==> src/rtl/mem_to_axi_master.sv <==
// Simple req/gnt memory port to single-beat AXI4 manager bridge with in-order responses.

package mem_to_axi_pkg;
    localparam int unsigned ADDR_W = 32;
    localparam int unsigned DATA_W = 64;
    localparam int unsigned ID_W   = 4;
    localparam int unsigned USER_W = 1;

    typedef struct packed {
        logic [ID_W-1:0]   id;
        logic [ADDR_W-1:0] addr;
        logic [7:0]        len;
        logic [2:0]        size;
        logic [1:0]        burst;
        logic              lock;
        logic [3:0]        cache;
        logic [2:0]        prot;
        logic [3:0]        qos;
        logic [3:0]        region;
        logic [5:0]        atop;
        logic [USER_W-1:0] user;
    } aw_chan_t;

    typedef struct packed {
        logic [ID_W-1:0]   id;
        logic [ADDR_W-1:0] addr;
        logic [7:0]        len;
        logic [2:0]        size;
        logic [1:0]        burst;
        logic              lock;
        logic [3:0]        cache;
        logic [2:0]        prot;
        logic [3:0]        qos;
        logic [3:0]        region;
        logic [USER_W-1:0] user;
    } ar_chan_t;

    typedef struct packed {
        logic [DATA_W-1:0]   data;
        logic [DATA_W/8-1:0] strb;
        logic                last;
        logic [USER_W-1:0]   user;
    } w_chan_t;

    typedef struct packed {
        logic [ID_W-1:0]   id;
        logic [1:0]        resp;
        logic [USER_W-1:0] user;
    } b_chan_t;

    typedef struct packed {
        logic [ID_W-1:0]   id;
        logic [DATA_W-1:0] data;
        logic [1:0]        resp;
        logic              last;
        logic [USER_W-1:0] user;
    } r_chan_t;

    typedef struct packed {
        aw_chan_t aw;
        logic     aw_valid;
        w_chan_t  w;
        logic     w_valid;
        logic     b_ready;
        ar_chan_t ar;
        logic     ar_valid;
        logic     r_ready;
    } axi_req_t;

    typedef struct packed {
        logic    aw_ready;
        logic    ar_ready;
        logic    w_ready;
        logic    b_valid;
        b_chan_t b;
        logic    r_valid;
        r_chan_t r;
    } axi_resp_t;
endpackage

module mem_to_axi_master #(
    parameter type axi_req_t             = mem_to_axi_pkg::axi_req_t,
    parameter type axi_resp_t            = mem_to_axi_pkg::axi_resp_t,
    parameter int unsigned AddrWidth     = 32,
    parameter int unsigned DataWidth     = 64,
    parameter int unsigned IdWidth       = 4,
    parameter logic [IdWidth-1:0] AxiId  = '0,
    parameter int unsigned MaxRequests   = 4
) (
    input  logic                   clk_i,
    input  logic                   rst_i,
    output logic                   busy_o,
    input  logic                   mem_req_i,
    output logic                   mem_gnt_o,
    input  logic [AddrWidth-1:0]   mem_addr_i,
    input  logic                   mem_we_i,
    input  logic [DataWidth-1:0]   mem_wdata_i,
    input  logic [DataWidth/8-1:0] mem_strb_i,
    input  logic                   mem_lock_i,
    output logic                   mem_rvalid_o,
    output logic [DataWidth-1:0]   mem_rdata_o,
    output logic                   mem_err_o,
    output logic                   mem_exokay_o,
    output axi_req_t               axi_req_o,
    input  axi_resp_t              axi_resp_i
);
    localparam int unsigned SizeLog = $clog2(DataWidth / 8);
    localparam int unsigned PtrW    = (MaxRequests > 1) ? $clog2(MaxRequests) : 1;
    localparam int unsigned CntW    = $clog2(MaxRequests + 1);
    localparam logic [1:0]  RespExOkay = 2'b01;

    logic                   aw_valid_q, w_valid_q, ar_valid_q;
    logic [AddrWidth-1:0]   addr_q;
    logic [DataWidth-1:0]   data_q;
    logic [DataWidth/8-1:0] strb_q;
    logic                   lock_q;

    logic [MaxRequests-1:0] fifo_q;
    logic [PtrW-1:0]        wr_ptr_q, rd_ptr_q;
    logic [CntW-1:0]        cnt_q;

    logic       gnt, r_ready, b_ready, r_hs, b_hs, rsp, head_we, empty;
    logic [1:0] rsp_code;

    assign empty   = (cnt_q == '0);
    assign head_we = fifo_q[rd_ptr_q];
    assign gnt     = !rst_i && mem_req_i && (cnt_q < CntW'(MaxRequests))
                     && !(aw_valid_q || w_valid_q || ar_valid_q);
    assign r_ready = !empty && !head_we;
    assign b_ready = !empty && head_we;
    assign r_hs    = axi_resp_i.r_valid && r_ready;
    assign b_hs    = axi_resp_i.b_valid && b_ready;
    assign rsp     = r_hs || b_hs;
    assign rsp_code = r_hs ? axi_resp_i.r.resp : axi_resp_i.b.resp;

    assign mem_gnt_o    = gnt;
    assign mem_rvalid_o = rsp;
    assign mem_rdata_o  = r_hs ? axi_resp_i.r.data : '0;
    assign mem_err_o    = rsp && rsp_code[1];
    assign mem_exokay_o = rsp && (rsp_code == RespExOkay);
    assign busy_o       = !empty || aw_valid_q || w_valid_q || ar_valid_q;

    // Request stage: capture payload on grant, drop each valid on its own ready
    always_ff @(posedge clk_i or posedge rst_i) begin
        if (rst_i) begin
            aw_valid_q <= 1'b0;
            w_valid_q  <= 1'b0;
            ar_valid_q <= 1'b0;
            addr_q     <= '0;
            data_q     <= '0;
            strb_q     <= '0;
            lock_q     <= 1'b0;
        end else begin
            if (aw_valid_q && axi_resp_i.aw_ready) aw_valid_q <= 1'b0;
            if (w_valid_q && axi_resp_i.w_ready)   w_valid_q  <= 1'b0;
            if (ar_valid_q && axi_resp_i.ar_ready) ar_valid_q <= 1'b0;
            if (gnt) begin
                addr_q <= mem_addr_i;
                data_q <= mem_wdata_i;
                strb_q <= mem_strb_i;
                lock_q <= mem_lock_i;
                if (mem_we_i) begin
                    aw_valid_q <= 1'b1;
                    w_valid_q  <= 1'b1;
                end else begin
                    ar_valid_q <= 1'b1;
                end
            end
        end
    end

    // Order FIFO of read/write kind; its occupancy doubles as the outstanding counter
    always_ff @(posedge clk_i or posedge rst_i) begin
        if (rst_i) begin
            fifo_q   <= '0;
            wr_ptr_q <= '0;
            rd_ptr_q <= '0;
            cnt_q    <= '0;
        end else begin
            if (gnt) begin
                fifo_q[wr_ptr_q] <= mem_we_i;
                wr_ptr_q <= (wr_ptr_q == PtrW'(MaxRequests - 1)) ? '0 : wr_ptr_q + 1'b1;
            end
            if (rsp) begin
                rd_ptr_q <= (rd_ptr_q == PtrW'(MaxRequests - 1)) ? '0 : rd_ptr_q + 1'b1;
            end
            if (gnt && !rsp)      cnt_q <= cnt_q + 1'b1;
            else if (!gnt && rsp) cnt_q <= cnt_q - 1'b1;
        end
    end

    // AXI request assembly from the registered request stage
    always_comb begin
        axi_req_o            = '0;
        axi_req_o.aw.id      = AxiId;
        axi_req_o.aw.addr    = addr_q;
        axi_req_o.aw.size    = 3'(SizeLog);
        axi_req_o.aw.burst   = 2'b01;
        axi_req_o.aw.lock    = lock_q;
        axi_req_o.aw_valid   = aw_valid_q;
        axi_req_o.w.data     = data_q;
        axi_req_o.w.strb     = strb_q;
        axi_req_o.w.last     = 1'b1;
        axi_req_o.w_valid    = w_valid_q;
        axi_req_o.b_ready    = b_ready;
        axi_req_o.ar.id      = AxiId;
        axi_req_o.ar.addr    = addr_q;
        axi_req_o.ar.size    = 3'(SizeLog);
        axi_req_o.ar.burst   = 2'b01;
        axi_req_o.ar.lock    = lock_q;
        axi_req_o.ar_valid   = ar_valid_q;
        axi_req_o.r_ready    = r_ready;
    end

    logic unused_resp;
    assign unused_resp = ^{axi_resp_i.b.user, axi_resp_i.r.user};

    // Subordinate must answer with single-beat responses carrying our ID
    assert property (@(posedge clk_i) disable iff (rst_i)
        axi_resp_i.r_valid |-> (axi_resp_i.r.last && (axi_resp_i.r.id == AxiId)));
    assert property (@(posedge clk_i) disable iff (rst_i)
        axi_resp_i.b_valid |-> (axi_resp_i.b.id == AxiId));

endmodule
==> config.mk <==
export PLATFORM = sky130hd
export DESIGN_NAME = mem_to_axi_master
export DESIGN_NICKNAME = d
export VERILOG_FILES = /design/src/rtl/mem_to_axi_master.sv
export SDC_FILE = /design/constraint.sdc
export NUM_CORES = 1
export LEC_CHECK = 0
export BUFFER_PORTS_ARGS = -buffer_cell sky130_fd_sc_hd__buf_2
export CAP_MARGIN = 20
export CORE_AREA = 8 8 181 183
export CTS_BUF_LIST = sky130_fd_sc_hd__clkbuf_4 sky130_fd_sc_hd__clkbuf_8
export CTS_CLUSTER_SIZE = 25
export DETAILED_ROUTE_END_ITERATION = 8
export DIE_AREA = 0 0 189 191
export GPL_TIMING_DRIVEN = 1
export PLACE_DENSITY = 0.53
export RECOVER_POWER = 25
export SLEW_MARGIN = 20
export SYNTH_ARGS = -nofsm -noshare
export SYNTH_HDL_FRONTEND = slang
export SYNTH_SLANG_ARGS = --single-unit
==> constraint.sdc <==
create_clock -name clk_i -period 5.85 [get_ports clk_i]
set_clock_uncertainty 0.1 [all_clocks]
set_input_delay 1.755 -clock clk_i [delete_from_list [all_inputs] [get_ports clk_i]]
set_output_delay 1.755 -clock clk_i [all_outputs]
set_load 0.005 [all_outputs]
Yosys cells after proc, flatten, opt, wreduce, memory -nomap -nowiden
Index checks and enable logic that the tools add are counted.
Widths: inputs -> output; s select.
{ "totals": {"reg_bits": 119, "in_bits": 193, "out_inout_bits": 286, "word_cells": 71} }
{ "classes": {"add_sub_neg": 4, "n_lt_le_gt_ge": 4, "n_eq_ne": 3, "muxes": 20, "reduce_logical": 29} }
{ "ops": {"columns": ["cell", "n"], "rows": [
  ["$mux 64", 1],
  ["$logic_and 1x1->1", 15],
  ["$mux 1", 11],
  ["$logic_not 1->1", 6],
  ["$logic_or 1x1->1", 6],
  ["$lt 2x3->1 const B", 2],
  ["$mux 2", 3],
  ["$mux 3", 2],
  ["$add 2x1->2 const B", 2],
  ["$bwmux 4", 1],
  ["$eq 2x2->1 const B", 2],
  ["$add 3x1->3 const B", 1],
  ["$logic_not 3->1", 1],
  ["$lt 3x3->1 const B", 1],
  ["$sub 3x1->3 const B", 1],
  ["$bmux 1 s2", 1],
  ["$demux 1 s2", 1],
  ["$eq 2x1->1 const B", 1],
  ["$ge 2x1->1 const B", 1],
  ["$reduce_bool 2->1", 1]
]} }

Longest topological paths before layout
{ "logic_depth": {"word_depth": 9, "depth_mapped": 11, "depth_no_buf": 9} }

Worst setup path before layout
OpenSTA, ideal clock, no wires.
{ "synth_timing": {"path_type": "input to output", "from": "input port rst_i", "to": "output port mem_gnt_o", "t_arrival_ps": 2578, "t_required_ps": 3995, "path_slack_ps": 1417, "stages": 5, "n_path_buf": 2, "path_cell_list": "nor3b_4 nand2_2 inv_2 buf_6 buf_6"} }
{ "synth_via": {"elab_chain_len": 4} }
{ "synth_lines": {"columns": ["item", "line", "source"], "rows": [
  ["from (decl)", "91", "input logic rst_i,"],
  ["$logic_not 1->1 (no line)", null, null],
  ["$logic_and 1x1->1 (2 in a row)", "127", "assign gnt = !rst_i && mem_req_i && (cnt_q < CntW'(MaxRequests))"],
  ["$logic_and 1x1->1", "128", "&& !(aw_valid_q || w_valid_q || ar_valid_q);"],
  ["to (decl)", "94", "output logic mem_gnt_o,"]
]} }
Every way passes these cells.

Final worst setup path
{ "layout_timing": {"from": "input port axi_resp_i[72] (netlist bit)", "to": "output port mem_rdata_o[58]"} }
{ "layout_via": {"elab_chain_len": 2} }
{ "layout_lines": {"columns": ["item", "line", "source"], "rows": [
  ["from (decl)", "105", "input axi_resp_t axi_resp_i"],
  ["$logic_and 1x1->1", "131", "assign r_hs = axi_resp_i.r_valid && r_ready;"],
  ["$mux 64", "138", "assign mem_rdata_o = r_hs ? axi_resp_i.r.data : '0;"],
  ["to (decl)", "101", "output logic [DataWidth-1:0] mem_rdata_o,"]
]} }
Every way passes these cells.

==> impl_metrics.tcl <==
set metrics [dict create \
    status "finished, violations left" \
    failed_checks "capacitance limit, slew limit" \
    gr-total-overflow 0 \
    drc 0 \
    synthArstFlopShare_pct 100 \
    fp.dieW_microns 189 \
    swShare_pct 34.8 \
    grt_start_max_net_pins 72 \
    wire_per_inst_microns 19.2 \
    tightestPinTransition_ps 2520 \
    synth_area_sq_um 6020 \
    clkSinkCount 119 \
    ys_warn_count 0 \
    gp_congestion 0.717 \
    worst_setup_path_start_kind "input pin" \
    io_buffers 393 \
    clk_latency_ps 420 \
    power_density_nw_per_um2 486 \
    yosysSeqAreaShare_pct 49.4 \
    worst-endpoint-required_ps 3990 \
    wirelength_microns 23900 \
    path_cells "clkbuf_1, o31ai_1, nor2_4, buf_4, and2_1, buf_2" \
    worst_setup_path_end_kind "output port" \
    p_int_uw 2600 \
    rrSetupSlack_ps 2390 \
    numCtsBuffers 17 \
    syn_to_final_growth_pct 36.2 \
    seqPwrFrac_pct 37.5 \
    min_period_ps 4920 \
    drv_slew 51 \
    rows 64 \
    critPathKind "input pin to output port" \
    ctsHoldBuffers 0 \
    dpl_cell_area_sq_um 7840 \
    rsz0062_at_grt "false" \
    synth_common_cells "121 x buf_4, 119 x dfrtp_1, 107 x mux2_2" \
    leakage_uw 0.00430 \
    finalCritPeriodShare_pct 84.1 \
    h-tree-depth 4 \
    drive_gt1_share_pct 63.6 \
    p_comb_share_pct 43.7 \
    setup_viol 0 \
    worstReg2RegStart "cnt_q[2]" \
    ant_nets 0 \
    post_cts_buffers 0 \
    die_area_sq_um 36100 \
    cts_resized 0 \
    clock_power_share_pct 18.8 \
    io_pins 479 \
    r2r-end "addr_q[30]" \
    arrival_ps 3060 \
    final_nets 1038 \
    grt_usage_pct 12.7 \
    dp_hpwl_microns 19900 \
    synth.avg_cell_area_sq_um 12.6 \
    die_y_microns 191 \
    postSynthCellCount 479 \
    p_sw_uw 1390 \
    finalSetupTns_ps 0 \
    hold_violations 0 \
    fillers 3247 \
    grt_pass1_vias 5126 \
    cts_tree "yes" \
    min_path_type "flip-flop to flip-flop" \
    antenna_found_initial 4 \
    vias 4626 \
    yosys-top-cells-area "dfrtp_1 49%, mux2_2 20%, buf_4 15%, and2_1 6.6%, ha_1 1.2%" \
    cpPeakStageDelay_ps 390 \
    drtPass1Iterations 4 \
    synth_edf_count 0 \
    slew_headroom_pct -69.1 \
    max-cap-violations 1 \
    whs_ps 401 \
    root_buffer "clkbuf_8" \
    drt_iter0_drc 131 \
    yosysMostFrequentCell "buf_4" \
    core_sq_um 30000 \
    initial_core_util_pct 20.1 \
    ys.flop_type "dfrtp_1" \
    clk_pin_slew_ps 70 \
    r2r_cells 6 \
    grt_pass1_wl_microns 33800 \
    cp_max_fo 32 \
    hold_start "data_q[57]" \
    critPathSlowestCell "nor2_4" \
    min_to "data_q[57]" \
    antennaDiodeCount 0 \
    synth_seq_cells 119 \
    drt-vias-per-instance 3.72 \
    synth.top_cell.area_share_pct 49.4 \
    final_util_pct 27.3 \
    max_freq_mhz 203 \
    yosysTopAreaCell "dfrtp_1" \
    design_area_sq_um 8200 \
    synth.distinct_cells 32 \
    ir_drop_mv 0.274 \
    cts_max_path_buffers 2 \
    holdPathStages 1 \
]
per-stage QoR:
step	instances	worst slack (ps)	total power [uW]
floorplan	551	838	2560
global placement	1215	975	3280
detailed placement	1215	946	3310
CTS	1245	938	4100
global route	1245	786	4310
finish	1245	930	3990
routing by layer:
| layer | GRT usage (%) | vias to the layer above | wire (microns) | part of all wire (%) |
|---|---|---|---|---|
| li1 | - | 2126 | - | - |
| met1 | 12.5 | 2192 | 8240 | 34 |
| met2 | 24.2 | 285 | 13000 | 54 |
| met3 | 5.36 | 19 | 2430 | 10 |
| met4 | 2.89 | 4 | 218 | 0.91 |
| met5 | 0 | - | 26 | 0.11 |
area by class of cell:
cell class / instances / area [sq um] / area share, %
Clock buffer: 21 / 277 / 3.37
Clock inverter: 9 / 103 / 1.25
Inverter: 10 / 41.3 / 0.503
Multi-Input combinational cell: 292 / 2290 / 28.0
Sequential cell: 119 / 2980 / 36.3
Tap cell: 396 / 495 / 6.04
Timing Repair Buffer: 398 / 2010 / 24.6
sequential cells by signal, indices dropped and copies added (netlist names):
register and flops:
data_q 64, strb_q 8, lock_q 1, wr_ptr_q 2, w_valid_q 1, ar_valid_q 1
cnt_q 3, addr_q 32, fifo_q 4, aw_valid_q 1, rd_ptr_q 2
critical path, delay by kind of cell:
| kind | cells | cell delay, ps |
|---|---|---|
| buffers and inverters | 3 | 570 |
| and+or+nand+nor | 2 | 560 |
| AOI/OAI and AO/OA | 1 | 170 |
worst max path at each step:
stage                   startpoint         endpoint  cells past startpoint
floorplan                    rst_i        addr_q[0]                      1
global placement    axi_resp_i[72]  mem_rdata_o[47]                      6
detailed placement  axi_resp_i[72]  mem_rdata_o[58]                      6
CTS                 axi_resp_i[72]  mem_rdata_o[58]                      6
global route        axi_resp_i[72]  mem_rdata_o[48]                      6
finish              axi_resp_i[72]  mem_rdata_o[58]                      6
cells in the final DEF, fill, tap and decap left out, types with 2 or more instances in the layout:
| cell type | n |
|---|---|
| a21oi_1 | 2 |
| and2_1 | 64 |
| buf_2 | 391 |
| buf_4 | 4 |
| bufinv_16 | 2 |
| clkbuf_1 | 2 |
| clkbuf_4 | 2 |
| clkbuf_8 | 19 |
| clkinv_2 | 5 |
| clkinv_4 | 2 |
| conb_1 | 74 |
| dfrtp_1 | 119 |
| ha_1 | 6 |
| inv_1 | 8 |
| mux2_1 | 5 |
| mux2_2 | 107 |
| nand3_1 | 7 |
| nor2_1 | 4 |
| o21ai_0 | 2 |
| o22ai_1 | 3 |
| o31ai_1 | 2 |
| xor2_1 | 2 |
cells by family (layout without fill, tap and decap cells):
| family | Yosys count | after routing | share of synthesized area (%) |
|---|---|---|---|
| AO/OA/AOI/OAI | 9 | 9 | 0.893 |
| buffers and inverters | 140 | 438 | 16.8 |
| other | 2 | 74 | 0.125 |
| AND/OR/NAND/NOR | 85 | 85 | 9.06 |
| flip-flops | 119 | 119 | 49.4 |
| XOR/XNOR | 3 | 3 | 0.436 |
| adder cells (fa/ha/maj) | 7 | 7 | 1.58 |
| multiplexers | 114 | 114 | 21.7 |
power groups by stage:
stage	clock network [uW]	registers, uW	logic (uW)
floorplan	0	1510	1040
global placement	0	1490	1790
detailed placement	0	1510	1800
CTS	787	1510	1800
global route	824	1560	1930
finish	749	1490	1740
(Power assumes the default switching activity.)
